[src/rtl/alu_serial_ctrl_if.sv]
// rtl/alu_serial_ctrl_if.sv - start/done handshake and result bus of the bit-serial ALU sequencer
//
// Signals (directions as seen by the sequencer, modport slave):
//   start_i        in   request, sampled only while the sequencer is idle
//   src1_i/src2_i  in   WIDTH-bit operands A and B, captured on an accepted start
//   ALU_control_i  in   {A_invert, B_invert, operation[1:0]}, captured on an accepted start
//   busy_o         out  high while bits are being processed
//   done_o         out  one-cycle pulse when result and flags become valid
//   result_o       out  WIDTH-bit result, held until the next completion
//   zero_o         out  result_o == 0
//   cout_o         out  carry out of the MSB (arithmetic class only)
//   overflow_o     out  signed overflow (arithmetic class only)
// The requester uses modport master.

interface alu_serial_ctrl_if #(
  parameter int WIDTH = 32
);

  logic             start_i;
  logic [WIDTH-1:0] src1_i;
  logic [WIDTH-1:0] src2_i;
  logic [3:0]       ALU_control_i;
  logic             busy_o;
  logic             done_o;
  logic [WIDTH-1:0] result_o;
  logic             zero_o;
  logic             cout_o;
  logic             overflow_o;

  modport master (
    output start_i, src1_i, src2_i, ALU_control_i,
    input  busy_o, done_o, result_o, zero_o, cout_o, overflow_o
  );

  modport slave (
    input  start_i, src1_i, src2_i, ALU_control_i,
    output busy_o, done_o, result_o, zero_o, cout_o, overflow_o
  );

endinterface

[src/rtl/alu_serial_ctrl.sv]
// rtl/alu_serial_ctrl.sv - bit-serial 32-bit ALU built around a single 1-bit slice, LSB first
//
// Ports:
//   clk_i  in  clock, all state changes on the rising edge
//   rst_n  in  asynchronous active-low reset
//   bus    alu_serial_ctrl_if.slave  operands/control in, result/flags/handshake out
//
// One operation takes WIDTH RUN cycles followed by one DONE cycle. The operand
// shift registers present bit i at position 0 in RUN cycle i; the slice result
// enters the result shift register at the MSB so that it is aligned after the
// last shift. Result and flags are registered only on the RUN->DONE transition,
// so they stay stable for the whole of the following operation.

module alu_serial_ctrl #(
  parameter int WIDTH = 32
) (
  input  logic              clk_i,
  input  logic              rst_n,
  alu_serial_ctrl_if.slave  bus
);

  localparam int CW = (WIDTH > 2) ? $clog2(WIDTH) : 1;

  typedef enum logic [1:0] {
    S_IDLE = 2'd0,
    S_RUN  = 2'd1,
    S_DONE = 2'd2
  } state_t;

  state_t           state_q, state_d;
  logic [WIDTH-1:0] a_sr_q, a_sr_d;
  logic [WIDTH-1:0] b_sr_q, b_sr_d;
  logic [WIDTH-1:0] res_sr_q, res_sr_d;
  logic [WIDTH-1:0] result_q, result_d;
  logic [3:0]       ctl_q, ctl_d;
  logic [CW-1:0]    cnt_q, cnt_d;
  // Carry into the bit currently at position 0 of the operand shift registers.
  logic             carry_q, carry_d;
  logic             zero_q, zero_d;
  logic             cout_q, cout_d;
  logic             ovf_q, ovf_d;

  // 1-bit ALU slice
  logic             bit_a, bit_b, bit_sum, bit_cout, bit_r;
  logic             last_bit;
  logic             arith, is_slt;
  logic             msb_ovf, slt_set;
  logic [WIDTH-1:0] shifted_res, final_res;

  always_comb begin
    bit_a    = a_sr_q[0] ^ ctl_q[3];
    bit_b    = b_sr_q[0] ^ ctl_q[2];
    bit_sum  = bit_a ^ bit_b ^ carry_q;
    bit_cout = (bit_a & bit_b) | (bit_a & carry_q) | (bit_b & carry_q);
    unique case (ctl_q[1:0])
      2'b00:   bit_r = bit_a & bit_b;
      2'b01:   bit_r = bit_a | bit_b;
      2'b10:   bit_r = bit_sum;
      default: bit_r = 1'b0;  // SLT: only bit 0 is set, at completion
    endcase
  end

  assign last_bit    = (cnt_q == CW'(WIDTH - 1));
  assign arith       = ctl_q[1];
  assign is_slt      = (ctl_q[1:0] == 2'b11);
  // At the MSB, carry_q is the carry into the MSB and bit_cout the carry out.
  assign msb_ovf     = carry_q ^ bit_cout;
  // Sign of the true difference: MSB of the wrapped sum corrected by overflow.
  assign slt_set     = bit_sum ^ msb_ovf;
  assign shifted_res = {bit_r, res_sr_q[WIDTH-1:1]};
  assign final_res   = is_slt ? WIDTH'(slt_set) : shifted_res;

  always_ff @(posedge clk_i or negedge rst_n) begin
    if (!rst_n) begin
      state_q  <= S_IDLE;
      a_sr_q   <= '0;
      b_sr_q   <= '0;
      res_sr_q <= '0;
      result_q <= '0;
      ctl_q    <= '0;
      cnt_q    <= '0;
      carry_q  <= 1'b0;
      zero_q   <= 1'b1;
      cout_q   <= 1'b0;
      ovf_q    <= 1'b0;
    end else begin
      state_q  <= state_d;
      a_sr_q   <= a_sr_d;
      b_sr_q   <= b_sr_d;
      res_sr_q <= res_sr_d;
      result_q <= result_d;
      ctl_q    <= ctl_d;
      cnt_q    <= cnt_d;
      carry_q  <= carry_d;
      zero_q   <= zero_d;
      cout_q   <= cout_d;
      ovf_q    <= ovf_d;
    end
  end

  always_comb begin
    state_d  = state_q;
    a_sr_d   = a_sr_q;
    b_sr_d   = b_sr_q;
    res_sr_d = res_sr_q;
    result_d = result_q;
    ctl_d    = ctl_q;
    cnt_d    = cnt_q;
    carry_d  = carry_q;
    zero_d   = zero_q;
    cout_d   = cout_q;
    ovf_d    = ovf_q;

    unique case (state_q)
      S_IDLE: begin
        if (bus.start_i) begin
          a_sr_d  = bus.src1_i;
          b_sr_d  = bus.src2_i;
          ctl_d   = bus.ALU_control_i;
          cnt_d   = '0;
          // B_invert doubles as the +1 of two's-complement negation.
          carry_d = bus.ALU_control_i[2];
          state_d = S_RUN;
        end
      end

      S_RUN: begin
        a_sr_d   = a_sr_q >> 1;
        b_sr_d   = b_sr_q >> 1;
        res_sr_d = shifted_res;
        carry_d  = bit_cout;
        cnt_d    = cnt_q + CW'(1);
        if (last_bit) begin
          result_d = final_res;
          zero_d   = (final_res == '0);
          cout_d   = arith & bit_cout;
          ovf_d    = arith & msb_ovf;
          state_d  = S_DONE;
        end
      end

      S_DONE: begin
        state_d = S_IDLE;
      end

      default: begin
        state_d = S_IDLE;
      end
    endcase
  end

  assign bus.busy_o     = (state_q == S_RUN);
  assign bus.done_o     = (state_q == S_DONE);
  assign bus.result_o   = result_q;
  assign bus.zero_o     = zero_q;
  assign bus.cout_o     = cout_q;
  assign bus.overflow_o = ovf_q;

endmodule

[src/flat_wrapper.sv]
// flat-port wrapper written by rule: the top's interface ports become plain ports
module alu_serial_ctrl_flat 
#(
  parameter int WIDTH = 32
)
  (clk_i, rst_n, bus_start_i, bus_src1_i, bus_src2_i, bus_ALU_control_i, bus_busy_o, bus_done_o, bus_result_o, bus_zero_o, bus_cout_o, bus_overflow_o);
  alu_serial_ctrl_if #(.WIDTH(WIDTH)) bus_i ();
  input  logic clk_i;
  input  logic rst_n;
  input wire logic [$bits(bus_i.start_i)-1:0] bus_start_i;
  input wire logic [$bits(bus_i.src1_i)-1:0] bus_src1_i;
  input wire logic [$bits(bus_i.src2_i)-1:0] bus_src2_i;
  input wire logic [$bits(bus_i.ALU_control_i)-1:0] bus_ALU_control_i;
  output wire logic [$bits(bus_i.busy_o)-1:0] bus_busy_o;
  output wire logic [$bits(bus_i.done_o)-1:0] bus_done_o;
  output wire logic [$bits(bus_i.result_o)-1:0] bus_result_o;
  output wire logic [$bits(bus_i.zero_o)-1:0] bus_zero_o;
  output wire logic [$bits(bus_i.cout_o)-1:0] bus_cout_o;
  output wire logic [$bits(bus_i.overflow_o)-1:0] bus_overflow_o;
  assign bus_i.start_i = bus_start_i;
  assign bus_i.src1_i = bus_src1_i;
  assign bus_i.src2_i = bus_src2_i;
  assign bus_i.ALU_control_i = bus_ALU_control_i;
  assign bus_busy_o = bus_i.busy_o;
  assign bus_done_o = bus_i.done_o;
  assign bus_result_o = bus_i.result_o;
  assign bus_zero_o = bus_i.zero_o;
  assign bus_cout_o = bus_i.cout_o;
  assign bus_overflow_o = bus_i.overflow_o;
  alu_serial_ctrl #(.WIDTH(WIDTH)) u_core (.clk_i(clk_i), .rst_n(rst_n), .bus(bus_i));
endmodule
[config.mk]
export PLATFORM = sky130hd
export DESIGN_NAME = alu_serial_ctrl_flat
export DESIGN_NICKNAME = d
export VERILOG_FILES = /design/src/rtl/alu_serial_ctrl_if.sv /design/src/rtl/alu_serial_ctrl.sv /design/src/flat_wrapper.sv
export SDC_FILE = /design/constraint.sdc
export NUM_CORES = 1
export LEC_CHECK = 0
export ABC_CLOCK_PERIOD_IN_PS = 3400
export CELL_PAD_IN_SITES_DETAIL_PLACEMENT = 1
export CELL_PAD_IN_SITES_GLOBAL_PLACEMENT = 1
export CORE_MARGIN = 2
export CORE_UTILIZATION = 44
export CTS_CLUSTER_DIAMETER = 50
export DETAILED_ROUTE_END_ITERATION = 6
export GPL_TIMING_DRIVEN = 0
export MAX_ROUTING_LAYER = met4
export PLACE_DENSITY_LB_ADDON = 0.1
export SETUP_SLACK_MARGIN = 0.05
export SYNTH_ARGS = -nofsm -noshare
export SYNTH_HDL_FRONTEND = slang
export SYNTH_SLANG_ARGS = --single-unit
[constraint.sdc]
create_clock -name clk_i -period 3.4 [get_ports clk_i]
set_clock_uncertainty 0.1 [all_clocks]
set_input_delay 0.51 -clock clk_i [delete_from_list [all_inputs] [get_ports clk_i]]
set_output_delay 0.51 -clock clk_i [all_outputs]
set_load 0.03 [all_outputs]
==> summary.md <==
| Metric | Value |
|---|---|
| FMAX | `322 MHz` |
| # fillers | `1626` |
| Final net count | `907` |
| Post-Synthesis Cells | `703` |
| Commonest cells after routing, fill and taps aside | `nand2_1, dfrtp_1, clkdlybuf4s50_1` |
| Register bit count reported by yosys | `142` |
| Worst path required time | `2.79 ns` |
| GR Util All Layers | `0.240` |
| Kind of critical path | `reg -> out` |
| Final Hold Slack | `-0.0213 ns` |
| Clk Latency, worst-skew pair | `0.43 ns` |
| Final Max Slew Viols | `0` |
| Vias | `5594` |
| CP startpoint | `u_core.state_q[1]$_DFFE_PN0P_` |
| Clock buffer count from CTS | `17` |
| Die area | `0.0160 mm2` |
| Reg2reg end | `u_core.bus.zero_o$_DFFE_PN1P_` |
| Maximum capacitance violations | `0` |
| Routed len/inst | `17.6 um` |
| Cell Area, Synth | `0.00661 mm2` |
| ANT cells | `0` |
| Routed WL | `18000 um` |
| Violated checks | `negative hold slack` |
| Final hold vios | `14` |
| Post-CTS Setup Inserts | `0` |
| Syn nets | `780` |
| Sequential element share of the synthesized area | `0.537` |
| Initial antenna violation count | `0` |
| Post-Layout Cell Count | `1027` |
| EDFF count, synth | `0` |
| FF-to-FF path depth | `7` |
| Area leader, netlist | `dfrtp_1` |
| Number of I/O pins | `108` |
| Vias per std cell | `5.45` |
| Relative slew slack | `0.566` |
| 1st-pass router iterations | `4` |
| Row cnt | `44` |
| Cts repair resizes | `0` |
| Met2 Track Usage GR | `0.406` |
| Worst-path maximum fanout | `10` |
| Vias in the first global route | `6074` |
| GRT met3 Usage | `0.0422` |
| DIE HEIGHT | `127 um` |
| Dpl cells | `995` |
| RSZ-0062 raised after global routing | `no` |
| Initial DRC count | `274` |
| YS warnings | `0` |
| PnR Total Power | `7.47 mW` |
| Hold Path Class | `in -> async` |
| CTS clock-pin slew for the worst setup and hold paths | `0.06 ns` |
| Yosys top cell area share | `0.533` |
| Arrival time at the worst endpoint | `2.49 ns` |
| Commonest non-fill, non-tap cell in the layout | `nand2_1` |
| # port buffers | `107` |
| Reg2reg start | `u_core.ctl_q[3]$_DFFE_PN0P_` |
| CTS tree | `built` |
| Synth area leaders | `dfrtp_1, nand2_1, a22oi_1, o21ai_0, a21oi_1` |
| Netlist cell types | `36` |
| Tightest Pin Transition | `0.651 ns` |
| Tmin final | `3.10 ns` |
| Peak supply drop | `410 uV` |
| CTS H-tree lvls | `4` |
| Setup crit start kind | `register` |
| Largest net degree at the start of global routing | `75` |
| Lkg Pwr | `3.82 nW` |
| Synth-to-layout area growth | `29.4%` |
| Worst R2R Setup Slack | `0.83 ns` |
| Final worst path period share | `0.912` |
| Synth Area per Inst | `9.41 um2` |
| Clk buf depth | `2` |
| Core box area | `0.0146 mm2` |
| Cts hold-fix bufs | `0` |
| M1 GR Usage | `0.291` |
| CTS root buffer | `clkbuf_16` |
| Global route hottest layer | `met2` |
| Starting Density | `0.453` |
| # DRC | `0` |
| First-pass GRT wire length | `30200 um` |
| HPWL reported at the end of detailed placement | `12400 um` |
| Endpoint class of the critical path | `output port` |
| Final ANT Viol Nets | `0` |
| Routability cong. | `0.843` |
| # clock sinks | `142` |
| Fin util | `0.586` |
| Setup violators final | `0` |
| Die Wd | `127 um` |
| Layout cells sized above 1 | `0.0854` |
| Async S/R FF share, synth | `1.00` |
| P per Cell Area | `874 mW/mm2` |
| Top_reg_cell synth | `dfrtp_1` |
| Status | `complete, but fails checks` |
| Overflow after GRT | `0` |
==> synth_stat cells (all sizes together) (2+ instances only) <==
library cell  instances
nand2               166
dfrtp               141
o21ai               104
a21oi                66
a22oi                60
nor2b                52
buf                  29
clkbuf               25
and2b                13
mux2                  7
nor4                  7
a22o                  4
ha                    4
inv                   4
and3b                 3
fa                    2
nand4                 2
nor2                  2
xor2                  2
==> routing by layer <==
metal / vias up / part of all wire
li1: 2679 / -
met1: 2779 / 0.44
met2: 110 / 0.51
met3: 26 / 0.034
met4: 0 / 0.017
met5: - / 0
==> cell type report <==
type                            count  area, um2  area share
Tap cell                          184        230      0.0269
Buffer                             54        307      0.0358
Multi-Input combinational cell    503       2740       0.320
Sequential cell                   142       3550       0.415
Timing Repair Buffer              108       1100       0.129
Inverter                            4       17.5     0.00205
Clock buffer                       23        478      0.0559
Clock inverter                      9        134      0.0156
==> logic make-up (layout without fill, tap and decap cells) <==
kind of cell               after synthesis  count (layout)  share of synthesized area
muxes                                    7               7                     0.0119
xor gates and xnor gates                 3               3                    0.00397
buffers and inverters                   58             198                     0.0490
adders and majority gates                6               6                     0.0136
and+or+nand+nor                        249             249                      0.177
DFF                                    142             142                      0.537
AOI/OAI and AO/OA                      238             238                      0.207
==> sequential cells by signal (all words and copies together) (netlist names) <==
signal / count
u_core.state_q: 2
u_core.cnt_q: 5
u_core.res_sr_q: 31
u_core.bus.zero_o: 1
u_core.a_sr_q: 32
u_core.carry_q: 1
u_core.bus.cout_o: 1
u_core.ctl_q: 4
u_core.bus.overflow_o: 1
u_core.b_sr_q: 32
u_core.bus.result_o: 32
==> power by group <==
group | switching [mW] | internal, mW
clock | 0.723 | 1.21
sequential | 0.558 | 2.35
combinational | 1.52 | 1.12
total | 2.80 | 4.68
==> per-stage QoR <==
step / TNS [ns] / cell area (um2) / worst slack, ns
floorplan: 0 / 6610 / 1.25
global placement: -558.76 / 7920 / -3.96
detailed placement: 0 / 7940 / 0.760
CTS: 0 / 8560 / 0.273
global route: 0 / 8560 / 0.194
finish: 0 / 8560 / 0.299
==> critical path, stage by stage, from the launching register on <==
cell	delay, ns
dfrtp_1	0.33
buf_4	0.15
buf_2	0.25
clkbuf_1	0.39
nor2b_1	0.25
clkdlybuf4s50_1	0.70
==> worst max path at each step <==
| stage | cells past startpoint | end | slack, ns |
|---|---|---|---|
| finish | 5 | bus_done_o | 0.30 |
| global route | 5 | bus_done_o | 0.19 |
| CTS | 5 | bus_done_o | 0.27 |
| detailed placement | 5 | bus_done_o | 0.76 |
| global placement | 1 | u_core.a_sr_q[17]$_DFFE_PN0P_ | -3.96 |
| floorplan | 7 | u_core.bus.zero_o$_DFFE_PN1P_ | 1.25 |
Note: power is estimated with default switching activity, not from simulation.
